--- config.mk ---
export PLATFORM = sky130hd
export DESIGN_NAME = flex_fifo
export DESIGN_NICKNAME = d
export VERILOG_FILES = /design/src/rtl/flex_fifo.sv
export SDC_FILE = /design/constraint.sdc
export NUM_CORES = 1
export LEC_CHECK = 0
export CORE_AREA = 2 2 144 146
export DETAILED_ROUTE_END_ITERATION = 12
export DIE_AREA = 0 0 146 148
export SLEW_MARGIN = 20
export SYNTH_ARGS = -nofsm -noshare
export SYNTH_HDL_FRONTEND = slang
export SYNTH_SLANG_ARGS = --single-unit
--- constraint.sdc ---
create_clock -name clk -period 3.9 [get_ports clk]
set_input_delay 0.78 -clock clk [delete_from_list [all_inputs] [get_ports clk]]
set_output_delay 0.78 -clock clk [all_outputs]
set_load 0.05 [all_outputs]
--- src/rtl/flex_fifo.sv ---
// Synchronous show-ahead FIFO with selectable overflow policy, level flags,
// registered overflow/underflow pulses and saturating event counters.
module flex_fifo #(
  parameter int unsigned DataWidth         = 8,
  parameter int unsigned Depth             = 16,
  parameter bit          OverwriteOldest   = 1'b0,
  parameter int unsigned AlmostFullThresh  = Depth - 2,
  parameter int unsigned AlmostEmptyThresh = 1,
  parameter int unsigned StatWidth         = 8
) (
  input  logic                     clk,
  input  logic                     rst_n,
  input  logic                     push,
  input  logic [DataWidth-1:0]     data,
  input  logic                     pop,
  input  logic                     flush,
  input  logic                     clr_stats,
  output logic [DataWidth-1:0]     q,
  output logic                     full,
  output logic                     empty,
  output logic                     almost_full,
  output logic                     almost_empty,
  output logic [$clog2(Depth):0]   count,
  output logic                     overflow,
  output logic                     underflow,
  output logic [StatWidth-1:0]     ovf_cnt,
  output logic [StatWidth-1:0]     unf_cnt
);

  localparam int unsigned AW = $clog2(Depth);
  localparam int unsigned PW = AW + 1;
  localparam logic [PW-1:0]        PtrOne  = PW'(1);
  localparam logic [StatWidth-1:0] StatOne = StatWidth'(1);

  logic [DataWidth-1:0] mem_q [Depth];
  logic [PW-1:0]        wr_ptr_q, wr_ptr_d;
  logic [PW-1:0]        rd_ptr_q, rd_ptr_d;
  logic                 overflow_q, overflow_d;
  logic                 underflow_q, underflow_d;
  logic [StatWidth-1:0] ovf_cnt_q, ovf_cnt_d;
  logic [StatWidth-1:0] unf_cnt_q, unf_cnt_d;
  logic                 mem_we;

  // Pointers carry one extra wrap bit so full and empty are distinguishable.
  assign count        = wr_ptr_q - rd_ptr_q;
  assign empty        = (count == '0);
  assign full         = (32'(count) == Depth);
  assign almost_full  = (32'(count) >= AlmostFullThresh);
  assign almost_empty = (32'(count) <= AlmostEmptyThresh);
  assign q            = mem_q[rd_ptr_q[AW-1:0]];

  assign overflow  = overflow_q;
  assign underflow = underflow_q;
  assign ovf_cnt   = ovf_cnt_q;
  assign unf_cnt   = unf_cnt_q;

  always_comb begin
    // NOTE: every signal gets a default first so no path leaves it unassigned and infers a latch.
    wr_ptr_d    = wr_ptr_q;
    rd_ptr_d    = rd_ptr_q;
    mem_we      = 1'b0;
    overflow_d  = 1'b0;
    underflow_d = 1'b0;
    if (flush) begin
      wr_ptr_d = '0;
      rd_ptr_d = '0;
    end else begin
      overflow_d  = push && full && !pop;
      underflow_d = pop && empty;
      // A pop while full frees the slot the push writes into on the same edge.
      if (push && (!full || pop)) begin
        mem_we   = 1'b1;
        wr_ptr_d = wr_ptr_q + PtrOne;
      end else if (overflow_d && OverwriteOldest) begin
        mem_we   = 1'b1;
        wr_ptr_d = wr_ptr_q + PtrOne;
        rd_ptr_d = rd_ptr_q + PtrOne;
      end
      if (pop && !empty) begin
        rd_ptr_d = rd_ptr_q + PtrOne;
      end
    end
  end

  always_comb begin
    ovf_cnt_d = ovf_cnt_q;
    unf_cnt_d = unf_cnt_q;
    if (clr_stats) begin
      ovf_cnt_d = '0;
      unf_cnt_d = '0;
    end else begin
      if (overflow_d && (ovf_cnt_q != '1)) ovf_cnt_d = ovf_cnt_q + StatOne;
      if (underflow_d && (unf_cnt_q != '1)) unf_cnt_d = unf_cnt_q + StatOne;
    end
  end

  // NOTE: sequential state uses non-blocking assignments so all flops update together.
  always_ff @(posedge clk or negedge rst_n) begin
    if (!rst_n) begin
      wr_ptr_q    <= '0;
      rd_ptr_q    <= '0;
      overflow_q  <= 1'b0;
      underflow_q <= 1'b0;
      ovf_cnt_q   <= '0;
      unf_cnt_q   <= '0;
    end else begin
      wr_ptr_q    <= wr_ptr_d;
      rd_ptr_q    <= rd_ptr_d;
      overflow_q  <= overflow_d;
      underflow_q <= underflow_d;
      ovf_cnt_q   <= ovf_cnt_d;
      unf_cnt_q   <= unf_cnt_d;
    end
  end

  // NOTE: storage has no reset; the pointers alone define validity, which keeps it mappable to RAM.
  always_ff @(posedge clk) begin
    if (mem_we) begin
      mem_q[wr_ptr_q[AW-1:0]] <= data;
    end
  end

endmodule
; Yosys cells after proc, flatten, opt, wreduce, memory -nomap -nowiden
; Memories as Yosys holds them, arrays and structs flattened.
; Index checks and enable logic that the tools add are counted.
[classes]
n_bitwise = 0
mul = 0
add_sub_neg = 5
reduce_logical = 16
eq_ne = 3
muxes = 14
shifts = 0
div = 0
order_cmp = 2
[ops]
columns = cell, count
row1 = $mux W8, 4
row2 = $mux W5, 4
row3 = $add A8 B1 Y8 const B, 2
row4 = $ne A8 B8 Y1 const B, 2
row5 = $add A5 B1 Y5 const B, 2
row6 = $reduce_bool A2 Y1, 4
row7 = $logic_and A1 B1 Y1, 7
row8 = $mux W1, 6
row9 = $eq A5 B5 Y1 const B, 1
row10 = $ge A5 B4 Y1 const B, 1
row11 = $le A5 B1 Y1 const B, 1
row12 = $logic_not A5 Y1, 1
row13 = $sub A5 B5 Y5, 1
row14 = $logic_not A1 Y1, 3
row15 = $logic_or A1 B1 Y1, 1
[totals]
ram_bits = 128
elab_cells = 47
in_bits = 14
rom_bits = 0
n_memories = 1
register_bits = 28
latch_bits = 0
[memory_table]
columns = memory, depth, word_bits, rd, rd_ports_with_merged_regs, write_ports, line_no
row1 = mem_q, 16, 8, 1, 0, 1, 35  ; logic [DataWidth-1:0] mem_q [Depth];

; Depth between registers and ports, before layout
; Gate-level depths: netlist of run 1.
[depth]
ltp_word = 9
mapped_depth = 10

; Worst setup path before layout of run 1
; Ideal clock, no wire load.
[synth_timing]
kind = reg-to-output
from = register wr_ptr_q[0]
to = output almost_empty
path_buffers = 1
stages_incl_launch_ff = 10
t_arrival_ps = 3590
slack_ps = -470
path_cell_list = dfrtp_1 -> inv_1 -> ha_1 -> fa_1 -> nand2b_1 -> a21oi_1 -> xor2_1 -> inv_2 -> buf_2 -> nor4_1
[synth_between]
elab_chain_len = 2
[synth_lines]
columns = item, line_no
row1 = start: declaration, 36  ; logic [PW-1:0] wr_ptr_q, wr_ptr_d;
row2 = start signal: assignment, 107  ; wr_ptr_q <= wr_ptr_d;
row3 = $sub A5 B5 Y5, 45  ; assign count = wr_ptr_q - rd_ptr_q;
row4 = via count[4], 23  ; output logic [$clog2(Depth):0] count,
row5 = $le A5 B1 Y1, 49  ; assign almost_empty = (32'(count) <= AlmostEmptyThresh);
row6 = end: declaration, 22  ; output logic almost_empty,
; The timed path passes the listed nets, and every way through them passes these cells.

; Worst setup path in the final report of run 1
[layout_timing]
from = register wr_ptr_q[0]
to = output full
[layout_between]
elab_chain_len = 2
[layout_lines]
columns = item, line_no
row1 = $sub A5 B5 Y5, 45
row2 = $eq A5 B5 Y1, 47  ; assign full = (32'(count) == Depth);
row3 = end: declaration, 19  ; output logic full,
; Every way passes these cells.

==> run summary, run 1 <==
library cell with the highest instance count after synthesis: sky130_fd_sc_hd__edfxtp_1
count of pins over their slew limit: 0
GR Layer Usage met1: 18.7%
Final Cycle Share: 96.4%
Reg2Reg Depth: 10
top-area cell type share of the netlist area: 55.3%
smallest setup slack after layout: 0.140 ns
Max Fclk: 0.266 GHz
CTS Buf Count: 17
cell with the biggest individual delay on the critical path: sky130_fd_sc_hd__dfrtp_1
worst max-slew margin expressed relative to the limit: 33.3%
summed negative setup slack over all endpoints: 0 ns
post-CTS setup-driven buffer insertion count: 0
Critical Path Source Type: flop
post-placement worst setup slack: 0.494 ns
# nets final: 530
peak ir drop on the vdd network: 498 uV
worst stage delay on the critical path: 0.44 ns
outcome: complete, no violations
largest net degree at the start of global routing: 36
met2 Track Usage GR: 26.3%
Top FF cell, synth: sky130_fd_sc_hd__edfxtp_1
deepest clock path buffer count: 2
capturing element type of the critical path: primary output
max_cap viols: 0
first-pass GRT wire length: 24400 um
growth of design area from synthesis to finish: 22.3%
routed vias/inst: 5.21
Worst R2R Start: wr_ptr_q[0]$_DFFE_PN0P_
final routed wirelength across all metal layers: 15700 um
P_leak: 2.93 nW
first-pass iteration count of the detailed router: 4
fraction of final layout cells with drive strength greater than 1: 25.9%
Root Buffer Master: sky130_fd_sc_hd__clkbuf_16
clock sink count: 156
post-DP HPWL: 9990 um
Most Used Layer, Global Route: met2
cell area power density: 682 nW/um^2
GRT Resource Usage Total: 15.1%
share of flip-flops with an asynchronous set or reset: 17.9%
Placer Congestion: 0.798
cell type contributing the most total cell area after synthesis: sky130_fd_sc_hd__edfxtp_1
most area-consuming cells after synthesis: sky130_fd_sc_hd__edfxtp_1, sky130_fd_sc_hd__mux4_2, sky130_fd_sc_hd__dfrtp_1
count of inserted antenna diode cells: 0
worst path arrival time: 2.98 ns
iteration-0 DRC count of the detailed router: 229
summed instance area of the synthesized netlist: 6950 sq um
drc violations: 0
number of global-route vias before repair: 4222
YS warnings: 0
overall die height: 148 um
final setup violation count: 0
Chip Width: 146 um
detailed-route wire length per cell: 19.9 um
ordered cell list for the critical path: inv_1 > ha_1 > fa_1 > xor2_1 > and3_1 > o21ai_1 > buf_4 > nor2_1 > buf_4
area of combinational cells with multiple inputs: 2300 sq um
Die Footprint: 21600 sq um
mean post-synth cell area: 15.9 sq um
Final Skew: 0.0128 ns
Clock Pin Slew Worst Setup and Hold Paths: 0.07 ns
met3 Track Usage GR: 3.95%
worst skew pair latency: 0.42 ns
number of hold violations in the final report: 0
antenna-violating nets left: 0
Register-to-Register Setup Slack: 0.37 ns
total gr overflow: 0
CTS tree: built
total of buffers placed on input and output ports: 48
number of synthesized flops with an enable pin: 128
largest driver fanout on the critical path: 15
number of standard cells after synthesis: 437
top cell types by occurrence after synthesis: sky130_fd_sc_hd__edfxtp_1, sky130_fd_sc_hd__mux4_2, sky130_fd_sc_hd__nor2_1, sky130_fd_sc_hd__dfrtp_1, sky130_fd_sc_hd__nand2_1
number of antenna violations at the first check in global routing: 0
count of cells along the worst hold path: 2
depth of the CTS H-tree: 4
count of distinct cell types in the synthesized netlist: 50
flip-flop and latch area: 4550 sq um
launch point of the critical path: wr_ptr_q[0]$_DFFE_PN0P_
required time at the worst-slack endpoint: 3.12 ns
I/O pin count: 49
worst min-delay path category: reg2reg
Worst R2R End: mem_q[14][3]$_DFFE_PP_
crit-path most repeated cell: sky130_fd_sc_hd__buf_4
minimum clock period after layout: 3.76 ns
Std-Cell Rows: 52
crit path kind: reg2out
synthesis-stage register bit count: 156
number of fill cells in the layout: 1853
actual slew at the worst max-slew pin: 0.995 ns
Initial Utilization: 34.7%
unrepaired setup endpoints after global routing: no
total core area: 20000 sq um
Synth Net Count: 463
sequential element share of the synthesized area: 65.4%
capture point of the critical path: full
vias: 4099
==> per-layer routing <==
metal | up-vias | share of wire, %
li1 | 1851 | -
met1 | 2094 | 40
met2 | 138 | 53
met3 | 16 | 5.2
met4 | 0 | 1.4
met5 | - | 0
==> power breakdown <==
part / switching [W] / internal [W]
combinational: 0.00142 / 0.000870
sequential: 0.0000418 / 0.00187
clock: 0.000741 / 0.000852
total: 0.00220 / 0.00359
==> kinds of logic (layout without fill, tap and decap cells) <==
group                    Yosys count  count (layout)  synth area share [%]
adder cells (fa/ha/maj)           12              12                  2.27
flip-flops                       156             156                  65.4
buffers and inverters             37             117                  2.18
AO/OA/AOI/OAI                     29              29                  3.06
XOR/XNOR                           3               3                 0.378
AND/OR/NAND/NOR                  142             142                  10.8
multiplexers                      58              58                  15.8
==> what timing repair did <==
item                                    CTS  global route
endpoints found under the setup margin    0             1
resized for setup                         0             3
hold buffers                              0             0
==> cell type report <==
| type | count | area share (%) |
|---|---|---|
| flip-flops and latches | 156 | 53.5 |
| multi-input cells | 244 | 27.1 |
| inverters | 11 | 0.516 |
| clock buffers | 17 | 5.01 |
| well taps | 270 | 3.98 |
| clock inverters | 15 | 1.75 |
| repair buffers | 74 | 8.10 |
==> flip-flops by register name (all words and copies together), names as in the netlist <==
name       count
mem_q        128
overflow       1
ovf_cnt        8
rd_ptr_q       5
underflow      1
unf_cnt        8
wr_ptr_q       5
==> stage by stage <==
stage	instances	cell area [sq um]	hold WS [ns]	util, %	total power, W
floorplan	437	6950	0.484	-	0.00347
global placement	755	7900	0.578	39.4	0.00417
detailed placement	755	7900	0.593	39.4	0.00420
CTS	787	8470	0.606	42.3	0.00580
global route	787	8490	0.628	42.4	0.00603
finish	787	8490	0.600	42.4	0.00579
==> worst max-delay path: cells and delay by family, from the launching register on <==
family / cells / cell delay [ns]
fa+ha+maj: 2 / 0.65
buf+inv: 3 / 0.64
compound gates: 1 / 0.35
xor+xnor: 1 / 0.18
simple gates: 2 / 0.31
flops: 1 / 0.44
==> cells in the final DEF (no fill, tap or decap), types with 2 or more instances in the layout <==
master	count
sky130_fd_sc_hd__dfrtp_1	27
sky130_fd_sc_hd__o21ai_0	2
sky130_fd_sc_hd__or4_1	4
sky130_fd_sc_hd__a21oi_1	5
sky130_fd_sc_hd__mux4_2	40
sky130_fd_sc_hd__and2_1	3
sky130_fd_sc_hd__nor2b_1	16
sky130_fd_sc_hd__nor4_2	5
sky130_fd_sc_hd__nand3_1	9
sky130_fd_sc_hd__nor4_1	6
sky130_fd_sc_hd__xor2_1	2
sky130_fd_sc_hd__o2111ai_1	3
sky130_fd_sc_hd__clkinv_8	2
sky130_fd_sc_hd__mux2_2	14
sky130_fd_sc_hd__and3_1	6
sky130_fd_sc_hd__nor3_1	12
sky130_fd_sc_hd__buf_12	3
sky130_fd_sc_hd__inv_6	4
sky130_fd_sc_hd__nor2_1	36
sky130_fd_sc_hd__nand2_1	21
sky130_fd_sc_hd__mux2i_1	3
sky130_fd_sc_hd__o211ai_1	2
sky130_fd_sc_hd__nand4_1	7
sky130_fd_sc_hd__nand4b_1	2
sky130_fd_sc_hd__ha_1	11
sky130_fd_sc_hd__a41oi_1	4
sky130_fd_sc_hd__inv_8	5
sky130_fd_sc_hd__nand2b_1	7
sky130_fd_sc_hd__clkbuf_16	17
sky130_fd_sc_hd__a31oi_1	2
sky130_fd_sc_hd__edfxtp_1	128
sky130_fd_sc_hd__clkdlybuf4s50_1	38
sky130_fd_sc_hd__inv_1	9
sky130_fd_sc_hd__clkinv_1	2
sky130_fd_sc_hd__buf_4	33
==> how the worst min path moves through the flow <==
stage / startpoint / end / slack, ns
4_1_cts: ovf_cnt[1]$_DFFE_PN0P_ / ovf_cnt[1]$_DFFE_PN0P_ / 0.61
2_1_floorplan: rst_n / overflow$_DFF_PN0_ / 0.48
3_3_place_gp: ovf_cnt[1]$_DFFE_PN0P_ / ovf_cnt[1]$_DFFE_PN0P_ / 0.58
6_report: ovf_cnt[1]$_DFFE_PN0P_ / ovf_cnt[1]$_DFFE_PN0P_ / 0.60
3_5_place_dp: ovf_cnt[1]$_DFFE_PN0P_ / ovf_cnt[1]$_DFFE_PN0P_ / 0.59
5_1_grt: ovf_cnt[1]$_DFFE_PN0P_ / ovf_cnt[1]$_DFFE_PN0P_ / 0.63
Note: power is estimated with default switching activity, not from simulation.
==> run 2, diff against run 1 <==
==> constraint.sdc (replaced) <==
create_clock -name clk -period 3.99 [get_ports clk]
set_input_delay 0.798 -clock clk [delete_from_list [all_inputs] [get_ports clk]]
set_output_delay 0.798 -clock clk [all_outputs]
set_load 0.05 [all_outputs]
==> run summary, run 2 (synthesized netlist as in run 1, its figures left out) <==
vias: 4071 (was 4099)
number of hold violations in the final report: 0 (unchanged)
CTS Buf Count: 17 (unchanged)
worst skew pair latency: 0.43 ns (was 0.42 ns)
GRT Resource Usage Total: 15.1% (about the same)
peak ir drop on the vdd network: 469 uV (was 498 uV)
flip-flop and latch area: 4550 sq um (unchanged)
clock sink count: 156 (unchanged)
depth of the CTS H-tree: 4 (unchanged)
worst path arrival time: 2.99 ns (was 2.98 ns)
first-pass iteration count of the detailed router: 4 (unchanged)
routed vias/inst: 5.19 (was 5.21)
total gr overflow: 0 (unchanged)
drc violations: 0 (unchanged)
final routed wirelength across all metal layers: 15500 um (was 15700 um)
cell with the biggest individual delay on the critical path: sky130_fd_sc_hd__dfrtp_2 (was sky130_fd_sc_hd__dfrtp_1)
Root Buffer Master: sky130_fd_sc_hd__clkbuf_16 (unchanged)
required time at the worst-slack endpoint: 3.19 ns (was 3.12 ns)
fraction of final layout cells with drive strength greater than 1: 24.7% (was 25.9%)
worst max-slew margin expressed relative to the limit: 33.3% (about the same)
Std-Cell Rows: 52 (unchanged)
post-detailed-placement cell area: 7890 sq um (was 7900 sq um)
tightest hold margin: 0.593 ns (was 0.600 ns)
Max Fclk: 0.264 GHz
deepest clock path buffer count: 2 (unchanged)
HP Start: ovf_cnt[1]$_DFFE_PN0P_ (unchanged)
worst path bufs/invs: 3 (unchanged)
Post-Place Cells: 753 (was 755)
ordered cell list for the critical path: buf_12 > ha_1 > fa_1 > nand2b_1 > a21oi_1 > xor2_1 > inv_2 > nor4_2 > buf_12 (was inv_1 > ha_1 > fa_1 > xor2_1 > and3_1 > o21ai_1 > buf_4 > nor2_1 > buf_4)
crit-path most repeated cell: sky130_fd_sc_hd__buf_12 (was sky130_fd_sc_hd__buf_4)
post-CTS setup-driven buffer insertion count: 0 (unchanged)
final setup violation count: 0 (unchanged)
worst stage delay on the critical path: 0.41 ns (was 0.44 ns)
Final Skew: 0.0118 ns (was 0.0128 ns)
# nets final: 528 (was 530)
largest delay contributor family on the critical path: adder cells (unchanged)
Reg2Reg Depth: 10 (unchanged)
total core area: 20000 sq um (unchanged)
number of global-route vias before repair: 4284 (was 4222)
crit path kind: reg2out (unchanged)
Chip Width: 146 um (unchanged)
Initial Utilization: 34.7% (unchanged)
cell area power density: 676 nW/um^2 (was 682 nW/um^2)
count of inserted antenna diode cells: 0 (unchanged)
worst min-delay path category: reg2reg (unchanged)
Worst R2R Start: rd_ptr_q[0]$_DFFE_PN0P_ (was wr_ptr_q[0]$_DFFE_PN0P_)
number of buffers inserted by hold repair at cts: 0 (unchanged)
launch point of the critical path: rd_ptr_q[0]$_DFFE_PN0P_ (was wr_ptr_q[0]$_DFFE_PN0P_)
antenna-violating nets left: 0 (unchanged)
Final Instance Count excl. Fillers: 785 (was 787)
overall die height: 148 um (unchanged)
CTS tree: built (unchanged)
Final Cycle Share: 95.0%
largest driver fanout on the critical path: 37 (was 15)
Critical Path Source Type: flop (unchanged)
Clock Pin Slew Worst Setup and Hold Paths: 0.07 ns (about the same)
Die Footprint: 21600 sq um (unchanged)
outcome: complete, no violations (unchanged)
largest net degree at the start of global routing: 38 (was 36)
number of antenna violations at the first check in global routing: 0 (unchanged)
count of pins over their slew limit: 0 (unchanged)
iteration-0 DRC count of the detailed router: 242 (was 229)
capturing element type of the critical path: primary output (unchanged)
summed negative setup slack over all endpoints: 0 ns (unchanged)
path length in cells of the critical path: 9 (unchanged)
commonest non-fill, non-tap cells in the layout: sky130_fd_sc_hd__edfxtp_1, sky130_fd_sc_hd__clkdlybuf4s50_1, sky130_fd_sc_hd__mux4_2 (was sky130_fd_sc_hd__edfxtp_1, sky130_fd_sc_hd__mux4_2, sky130_fd_sc_hd__clkdlybuf4s50_1)
number of fill cells in the layout: 1833 (was 1853)
minimum clock period after layout: 3.79 ns
total of buffers placed on input and output ports: 48 (unchanged)
actual slew at the worst max-slew pin: 0.997 ns (was 0.995 ns)
most common library cell in the layout ignoring fill and taps: sky130_fd_sc_hd__edfxtp_1 (unchanged)
post-DP HPWL: 9600 um (was 9990 um)
max_cap viols: 0 (unchanged)
unrepaired setup endpoints after global routing: no (unchanged)
first-pass GRT wire length: 24500 um (was 24400 um)
number of flip-flops under the largest register name: 128 (unchanged)
count of cells along the worst hold path: 2 (unchanged)
detailed-route wire length per cell: 19.8 um (was 19.9 um)
total non-filler cell area in the finished layout: 8520 sq um (was 8490 sq um)
post-cts resize count: 0 (unchanged)
I/O pin count: 49 (unchanged)
growth of design area from synthesis to finish: 22.6% (was 22.3%)
Placer Congestion: 0.761 (was 0.798)
P_leak: 2.93 nW (about the same)
area of combinational cells with multiple inputs: 2290 sq um (was 2300 sq um)
## run 2: changes by cell type in the layout (fill, tap and decap cells not counted), sizes merged
cell,previous run,this run
clkinvlp,1,0
inv,19,18
clkdlybuf4s50,38,42
clkbuf,17,18
bufinv,0,3
buf,36,30
clkinv,6,4
## run 2: layout make-up
cell class	instances	share of cell area, %
multi-input combinational	244	26.8
inverter	11	0.485
tap	270	3.97
sequential	156	53.4
clock inverter	14	2.29
clock buffer	18	5.04
timing repair buffer	72	8.02
## run 2: path summary, 6_finish.rpt
check                                    endpoint  slack (ns)
setup reg to reg           mem_q[12][4]$_DFFE_PP_        0.62
setup / recovery                     almost_empty        0.20
min in group asynchronous  ovf_cnt[5]$_DFFE_PN0P_        0.92
max in group asynchronous  unf_cnt[3]$_DFFE_PN0P_        2.35
hold reg to reg            ovf_cnt[1]$_DFFE_PN0P_        0.59
hold / removal             ovf_cnt[1]$_DFFE_PN0P_        0.59
## run 2: per-stage QoR
step	utilization, %	total power (W)	setup WS, ns
6_report	42.5	0.00576	0.198
4_1_cts	42.5	0.00581	0.175
3_5_place_dp	39.4	0.00409	0.623
2_1_floorplan	-	0.00339	0.180
3_3_place_gp	39.4	0.00407	0.653
5_1_grt	42.5	0.00600	0.0207
## run 2: tightest hold or removal path, cell delays in order, from the launching register on
cell and delay [ns]:
sky130_fd_sc_hd__dfrtp_1 0.41, sky130_fd_sc_hd__nand2b_1 0.08, sky130_fd_sc_hd__mux2i_1 0.06
## run 2: report_power, final
group	internal, W	switching [W]	leakage (nW)
clock	0.00101	0.000704	0.307
sequential	0.00182	0.0000451	1.54
combinational	0.000827	0.00135	1.09
## run 2: routing by layer
| metal | up-vias | wire (um) | global-route usage, % |
|---|---|---|---|
| met5 | - | 0 | 0 |
| met4 | 0 | 305 | 5.00 |
| met3 | 18 | 699 | 3.67 |
| met2 | 90 | 7750 | 25.3 |
| met1 | 2106 | 6760 | 19.4 |
| li1 | 1857 | - | - |
